===== src/rtl/pipe_pkg.sv =====
// Shared pipeline-stage definitions: skid-buffer state encoding and per-stage bubble controls.
// The NOP controls deassert every write enable of the stage they belong to.
package pipe_pkg;

  typedef enum logic [1:0] {
    ST_EMPTY = 2'd0,
    ST_ONE   = 2'd1,
    ST_FULL  = 2'd2
  } stage_state_e;

  localparam logic [3:0] IF_ID_NOP_CTRL  = 4'b0000;
  localparam logic [5:0] ID_EX_NOP_CTRL  = 6'b000000;
  localparam logic [3:0] EX_MEM_NOP_CTRL = 4'b0000;
  localparam logic [2:0] MEM_WB_NOP_CTRL = 3'b000;

endpackage


===== src/rtl/pipe_skid_entry.sv =====
// Holding register for one data+control entry; loads when ld_vld is high.
// Latency 1 cycle; no handshake of its own, the owning stage decides when to load.
module pipe_skid_entry
  import pipe_pkg::*;
#(
  parameter int           W       = 72,
  parameter logic [W-1:0] RST_VAL = '0
) (
  input  logic         clk,
  input  logic         rst,
  input  logic         ld_vld,
  input  logic [W-1:0] ld_dat,
  output logic [W-1:0] q_dat
);

  always_ff @(posedge clk) begin
    if (rst) begin
      q_dat <= RST_VAL;
    end else if (ld_vld) begin
      q_dat <= ld_dat;
    end
  end

endmodule


===== src/rtl/pipeline_stage_elastic.sv =====
// Elastic pipeline stage register with valid/ready, flush and NOP bubble insertion; latency 1.
// Backpressure: combinational in_ready_o (1 entry), or registered in_ready_o with skid entry under PIPE_STAGE_SKID_EN.
module pipeline_stage_elastic
  import pipe_pkg::*;
#(
  parameter int                DATA_W   = 69,
  parameter int                CTRL_W   = 3,
  parameter logic [CTRL_W-1:0] NOP_CTRL = {CTRL_W{1'b0}}
) (
  input  logic              clk,
  input  logic              rst,
  input  logic              flush_i,
  input  logic              in_valid_i,
  output logic              in_ready_o,
  input  logic [DATA_W-1:0] in_data_i,
  input  logic [CTRL_W-1:0] in_ctrl_i,
  output logic              out_valid_o,
  input  logic              out_ready_i,
  output logic [DATA_W-1:0] out_data_o,
  output logic [CTRL_W-1:0] out_ctrl_o
);

  localparam int ENT_W = DATA_W + CTRL_W;

  logic              out_valid_q;
  logic [DATA_W-1:0] out_data_q;
  logic [CTRL_W-1:0] out_ctrl_q;
  logic              ld_out;
  logic              clr_out;
  logic [ENT_W-1:0]  nxt_dat;

`ifdef PIPE_STAGE_SKID_EN
  stage_state_e     state_q;
  stage_state_e     state_d;
  logic             in_ready_q;
  logic             accept;
  logic             out_xfer;
  logic             ld_skid;
  logic             ld_from_skid;
  logic [ENT_W-1:0] skid_dat;

  assign accept   = in_valid_i & in_ready_q;
  assign out_xfer = out_valid_q & out_ready_i;

  always_comb begin
    state_d      = state_q;
    ld_out       = 1'b0;
    ld_from_skid = 1'b0;
    ld_skid      = 1'b0;
    clr_out      = 1'b0;
    if (flush_i) begin
      state_d = ST_EMPTY;
    end else begin
      case (state_q)
        ST_EMPTY: begin
          if (accept) begin
            state_d = ST_ONE;
            ld_out  = 1'b1;
          end
        end
        ST_ONE: begin
          if (accept && out_xfer) begin
            ld_out = 1'b1;
          end else if (accept) begin
            state_d = ST_FULL;
            ld_skid = 1'b1;
          end else if (out_xfer) begin
            state_d = ST_EMPTY;
            clr_out = 1'b1;
          end
        end
        ST_FULL: begin
          // Skid drains into the output register on the same edge the output leaves.
          if (out_xfer) begin
            state_d      = ST_ONE;
            ld_out       = 1'b1;
            ld_from_skid = 1'b1;
          end
        end
        default: state_d = ST_EMPTY;
      endcase
    end
  end

  always_ff @(posedge clk) begin
    if (rst) begin
      state_q    <= ST_EMPTY;
      in_ready_q <= 1'b1;
    end else begin
      state_q    <= state_d;
      in_ready_q <= (state_d != ST_FULL);
    end
  end

  pipe_skid_entry #(
    .W       (ENT_W),
    .RST_VAL ({{DATA_W{1'b0}}, NOP_CTRL})
  ) u_skid (
    .clk    (clk),
    .rst    (rst),
    .ld_vld (ld_skid),
    .ld_dat ({in_data_i, in_ctrl_i}),
    .q_dat  (skid_dat)
  );

  assign nxt_dat    = ld_from_skid ? skid_dat : {in_data_i, in_ctrl_i};
  assign in_ready_o = in_ready_q;
`else
  assign in_ready_o = ~out_valid_q | out_ready_i;
  assign ld_out     = in_valid_i & in_ready_o;
  assign clr_out    = out_ready_i & ~ld_out;
  assign nxt_dat    = {in_data_i, in_ctrl_i};
`endif

  // Flush keeps the stale datapath bundle; only valid and control are scrubbed.
  always_ff @(posedge clk) begin
    if (rst) begin
      out_valid_q <= 1'b0;
      out_data_q  <= '0;
      out_ctrl_q  <= NOP_CTRL;
    end else if (flush_i) begin
      out_valid_q <= 1'b0;
      out_ctrl_q  <= NOP_CTRL;
    end else if (ld_out) begin
      out_valid_q              <= 1'b1;
      {out_data_q, out_ctrl_q} <= nxt_dat;
    end else if (clr_out) begin
      out_valid_q <= 1'b0;
      out_ctrl_q  <= NOP_CTRL;
    end
  end

  assign out_valid_o = out_valid_q;
  assign out_data_o  = out_data_q;
  assign out_ctrl_o  = out_ctrl_q;

endmodule


===== config.mk =====
export PLATFORM = sky130hd
export DESIGN_NAME = pipeline_stage_elastic
export DESIGN_NICKNAME = d
export VERILOG_FILES = /design/src/rtl/pipe_pkg.sv /design/src/rtl/pipe_skid_entry.sv /design/src/rtl/pipeline_stage_elastic.sv
export SDC_FILE = /design/constraint.sdc
export NUM_CORES = 1
export LEC_CHECK = 0
export CAP_MARGIN = 15
export CORE_MARGIN = 3
export CORE_UTILIZATION = 40
export CTS_CLUSTER_SIZE = 16
export DETAILED_ROUTE_END_ITERATION = 12
export PLACE_DENSITY_LB_ADDON = 0.2
export SLEW_MARGIN = 20
export SYNTH_ARGS = -nofsm -noshare
export SYNTH_HDL_FRONTEND = slang
export SYNTH_SLANG_ARGS = --single-unit

===== constraint.sdc =====
create_clock -name clk -period 1.4 [get_ports clk]
set_input_delay 0.35 -clock clk [delete_from_list [all_inputs] [get_ports clk]]
set_output_delay 0.35 -clock clk [all_outputs]
set_load 0.1 [all_outputs]

==> reports/metrics.sh, run 1 <==
DIE_H_UM=94.0
FINAL_HOLD_VIOLATION_COUNT=0
PLACED_INSTANCE_AREA_UM2=5480
TIGHTESTPINTRANSITION_NS=0.341
DIEWIDTH_UM=94.0
PORT_BUFFERS=150
SYNTH-SEQ-AREA-SHARE=0.472
VDD.IR_DROP.WORST_uV=627
FINALSETUPVIOLATIONS=20
P_PER_AREA_nW_PER_UM2=989
F_MAX_GHz=0.674
STD_CELL_ROWS=31
WORSTPATHREQUIRED_NS=1.05
FIRST_ITER_VIOLATIONS=57
START_KIND='register'
CTS_BUFFER_DEPTH=2
FIRST_GLOBAL_VIAS=3250
DRT-TOTAL-WL_UM=10500
RUN_STATUS='finished, violations left'
NFILLCELLS=417
DRTANTENNAVIOLNETS=0
CRIT_SLOWEST_CELL='sky130_fd_sc_hd__dfxtp_4'
GRT_MAX_DEGREE=36
P_LEAK_nW=2.23
WORSTHOLDPATHCELLS=3
END_KIND='output port'
FP.DIEAREA_UM2=8830
DIODES=0
CLOCK_TREE.HTREE_LEVEL_COUNT=3
ANTENNA_FOUND_INITIAL=0
DRIVE_ABOVE_1_SHARE=0.330
TIMING.MAX_SLEW.REL_SLACK=0.773
WORST_HOLD_SLACK_NS=0.327
WORST_CLOCK_SKEW_NS=0.00694
GRT_PASS1_WL_UM=16300
TIMING.REG2REG.SETUP_SLACK_NS=-0.05
GRT_REMAINING_OVERFLOW=0
REG2REG_FROM='out_valid_o$_SDFFE_PP0P_'
WORST-R2R-CELL-COUNT=5
REMAINING_DRC_ERRORS=0
FAILED_CHECKS='negative setup slack'
SYNTHCELLS=335
FF_LATCH_AREA_UM2=1470
WL_PER_CELL_UM=17.8
SYNTH_AREA_LEADER_CELL='sky130_fd_sc_hd__dfxtp_1'
MAXSLEWVIOLCOUNT=0
PLACE_CONGESTION=0.709
TIMING.SETUP.TNS_NS=-0.400
SYNTH.AREA.TOP_CELLS='sky130_fd_sc_hd__dfxtp_1 (47%), sky130_fd_sc_hd__or3b_1 (20%), sky130_fd_sc_hd__a21oi_1 (11%)'
MAXCAPVIOLATIONS=0
PRE_CTS_SLACK_NS=-0.416
CPMOSTUSEDCELL='sky130_fd_sc_hd__buf_12'
SYNTHESIZED_NETLIST_NET_COUNT=412
CTS.REPORTEDPATHS.CLKPINSLEW_NS=0.07
SYN_AREA_CELL_UM2=9.24
CRIT_PATH_CELL_TRACE='nor2b_4 -> buf_12 -> inv_8 -> buf_12'
HOLDCRITPATHCLASS='input pin to register'
FINAL_COMMON_CELL='sky130_fd_sc_hd__buf_12'
CRIT_PATH_MAX_INCR_DELAY_NS=0.34
WORSTREG2REGEND='out_data_o[40]$_SDFFE_PP0P_'
DPL.HPWL_UM=6450
SETUP.WORST_PATH.CLASS='register to output port'
LAYOUT_AREA_OVERHEAD_PCT=95.4
POST-ROUTE-MIN-PERIOD_NS=1.48
IOS=151
FINAL_NETS=563
CORE_BOX_AREA_UM2=7370
YS.WARNINGS.COUNT=0
TRITONCTS.NUM_BUFFERS=9
CTS_TREE='done'
TOTALPOWERFINAL_mW=5.98
LEAST_SETUP_SLACK_ACROSS_ALL_PATHS_AFTER_LAYOUT_NS=-0.0836
MOST-COMMON-LAYOUT-CELLS='sky130_fd_sc_hd__buf_12 (81), sky130_fd_sc_hd__clkdlybuf4s50_1 (72), sky130_fd_sc_hd__dfxtp_1 (72), sky130_fd_sc_hd__or3b_1 (63), sky130_fd_sc_hd__o21ai_1 (49)'
YS_FF_LATCH=73
GROUTE.USAGE.OVERALL=0.236
INSERTION_DELAY_NS=0.33
POST_SYNTH_INSTANCE_AREA_UM2=3100
MULTIINPUTGATEAREA_UM2=1530
YOSYS.CELL_TYPES.COUNT=19
CTS.SINK_COUNT=73
MIN_DELAY_WORST_ENDPOINT='out_valid_o$_SDFFE_PP0P_'
HOLD_START='rst'
LAYOUT_WORST_PATH_CYCLE_SHARE=1.06
VIAS=3159
CLOCK_TREE.ROOT_CELL='sky130_fd_sc_hd__clkbuf_8'
FIRSTDRTPASSITERS=6
CRITICAL_PATH.MAX_FANOUT=2
WORST_EP_ARRIVAL_TIME_NS=1.13
SYNTH.TOP_CELL.AREA_SHARE=0.472
START_UTIL=0.420
DETAIL_ROUTE.VIAS_PER_CELL=5.35
POST-ROUTE-CELL-AREA_UM2=6050
RSZ0062_AT_GRT='true'
metrics by stage:
stage	instances	utilization
final	590	0.821
after global routing	590	0.821
after CTS	590	0.805
after detailed placement	567	0.743
after global placement	567	0.743
after floorplan	335	-
cell usage after synthesis:
cell,number
sky130_fd_sc_hd__o21a_1,1
sky130_fd_sc_hd__nand2b_2,1
sky130_fd_sc_hd__o22ai_1,3
sky130_fd_sc_hd__dlymetal6s2s_1,2
sky130_fd_sc_hd__or3b_1,69
sky130_fd_sc_hd__inv_1,1
sky130_fd_sc_hd__o21ai_1,43
sky130_fd_sc_hd__inv_2,1
sky130_fd_sc_hd__o21ai_0,26
sky130_fd_sc_hd__a21oi_1,69
sky130_fd_sc_hd__dfxtp_1,73
sky130_fd_sc_hd__buf_1,2
sky130_fd_sc_hd__buf_2,8
sky130_fd_sc_hd__buf_6,10
sky130_fd_sc_hd__a21o_1,1
sky130_fd_sc_hd__nor2_1,1
sky130_fd_sc_hd__nand2_1,7
sky130_fd_sc_hd__nor2b_4,1
sky130_fd_sc_hd__clkbuf_1,16
layout make-up:
class                      instances  area share
timing repair buffer             178       0.443
sequential                        73       0.242
tap                               99      0.0205
clock buffer                      12      0.0275
multi-input combinational        222       0.253
inverter                           2     0.00248
clock inverter                     4      0.0120
state kept, by name, indices dropped and copies added (netlist names):
name	flops
out_valid_o	1
out_ctrl_o	3
out_data_o	69
cells by family after synthesis:
logic type      count (synthesis)  synth area share
simple gates                   79             0.212
flops                          73             0.472
compound gates                143             0.234
buf+inv                        40            0.0816
layer usage:
layer,global-route usage,part of all wire,vias to the layer above
met2,0.424,0.52,115
met4,0.0866,0.021,0
met3,0.0713,0.081,21
met1,0.260,0.38,1503
met5,0,0,-
li1,-,-,1520
critical path, delay by kind of cell, from the launching register on:
kind / cells / cell delay, ns
DFF: 1 / 0.34
buffers and inverters: 3 / 0.30
and+or+nand+nor: 1 / 0.16
where the power goes:
part	internal [mW]	total [mW]	switching, mW
Clock	1.16	1.94	0.783
Sequential	2.17	2.27	0.0981
Combinational	0.761	1.77	1.01
Total	4.09	5.98	1.89
how the worst max path moves through the flow:
stage / cells after the start / start / slack (ns) / to
global route: 4 / out_valid_o$_SDFFE_PP0P_ / -0.13 / in_ready_o
finish: 4 / out_valid_o$_SDFFE_PP0P_ / -0.08 / in_ready_o
global placement: 5 / out_ready_i / -0.36 / in_ready_o
CTS: 4 / out_valid_o$_SDFFE_PP0P_ / -0.1 / in_ready_o
detailed placement: 5 / out_ready_i / -0.42 / out_data_o[1]$_SDFFE_PP0P_
floorplan: 4 / out_valid_o$_SDFFE_PP0P_ / -0.05 / in_ready_o
what timing repair did:
item / CTS / global route
pin swaps: 3 / 1
hold buffers: 0 / 0
setup endpoints to repair: 52 / 68
buffers inserted: 1 / 0
cloned: 6 / 0
resized for setup: 10 / 39
(Power assumes the default switching activity.)
==> run 2, diff against run 1 <==
--- a/config.mk
+++ b/config.mk
@@ -11,6 +11,7 @@
 export CTS_CLUSTER_SIZE = 16
 export DETAILED_ROUTE_END_ITERATION = 12
 export PLACE_DENSITY_LB_ADDON = 0.2
+export RECOVER_POWER = 50
 export SLEW_MARGIN = 20
 export SYNTH_ARGS = -nofsm -noshare
 export SYNTH_HDL_FRONTEND = slang
==> results of run 2 <==
The final DEF is identical to that of run 1; final timing and power are the same.
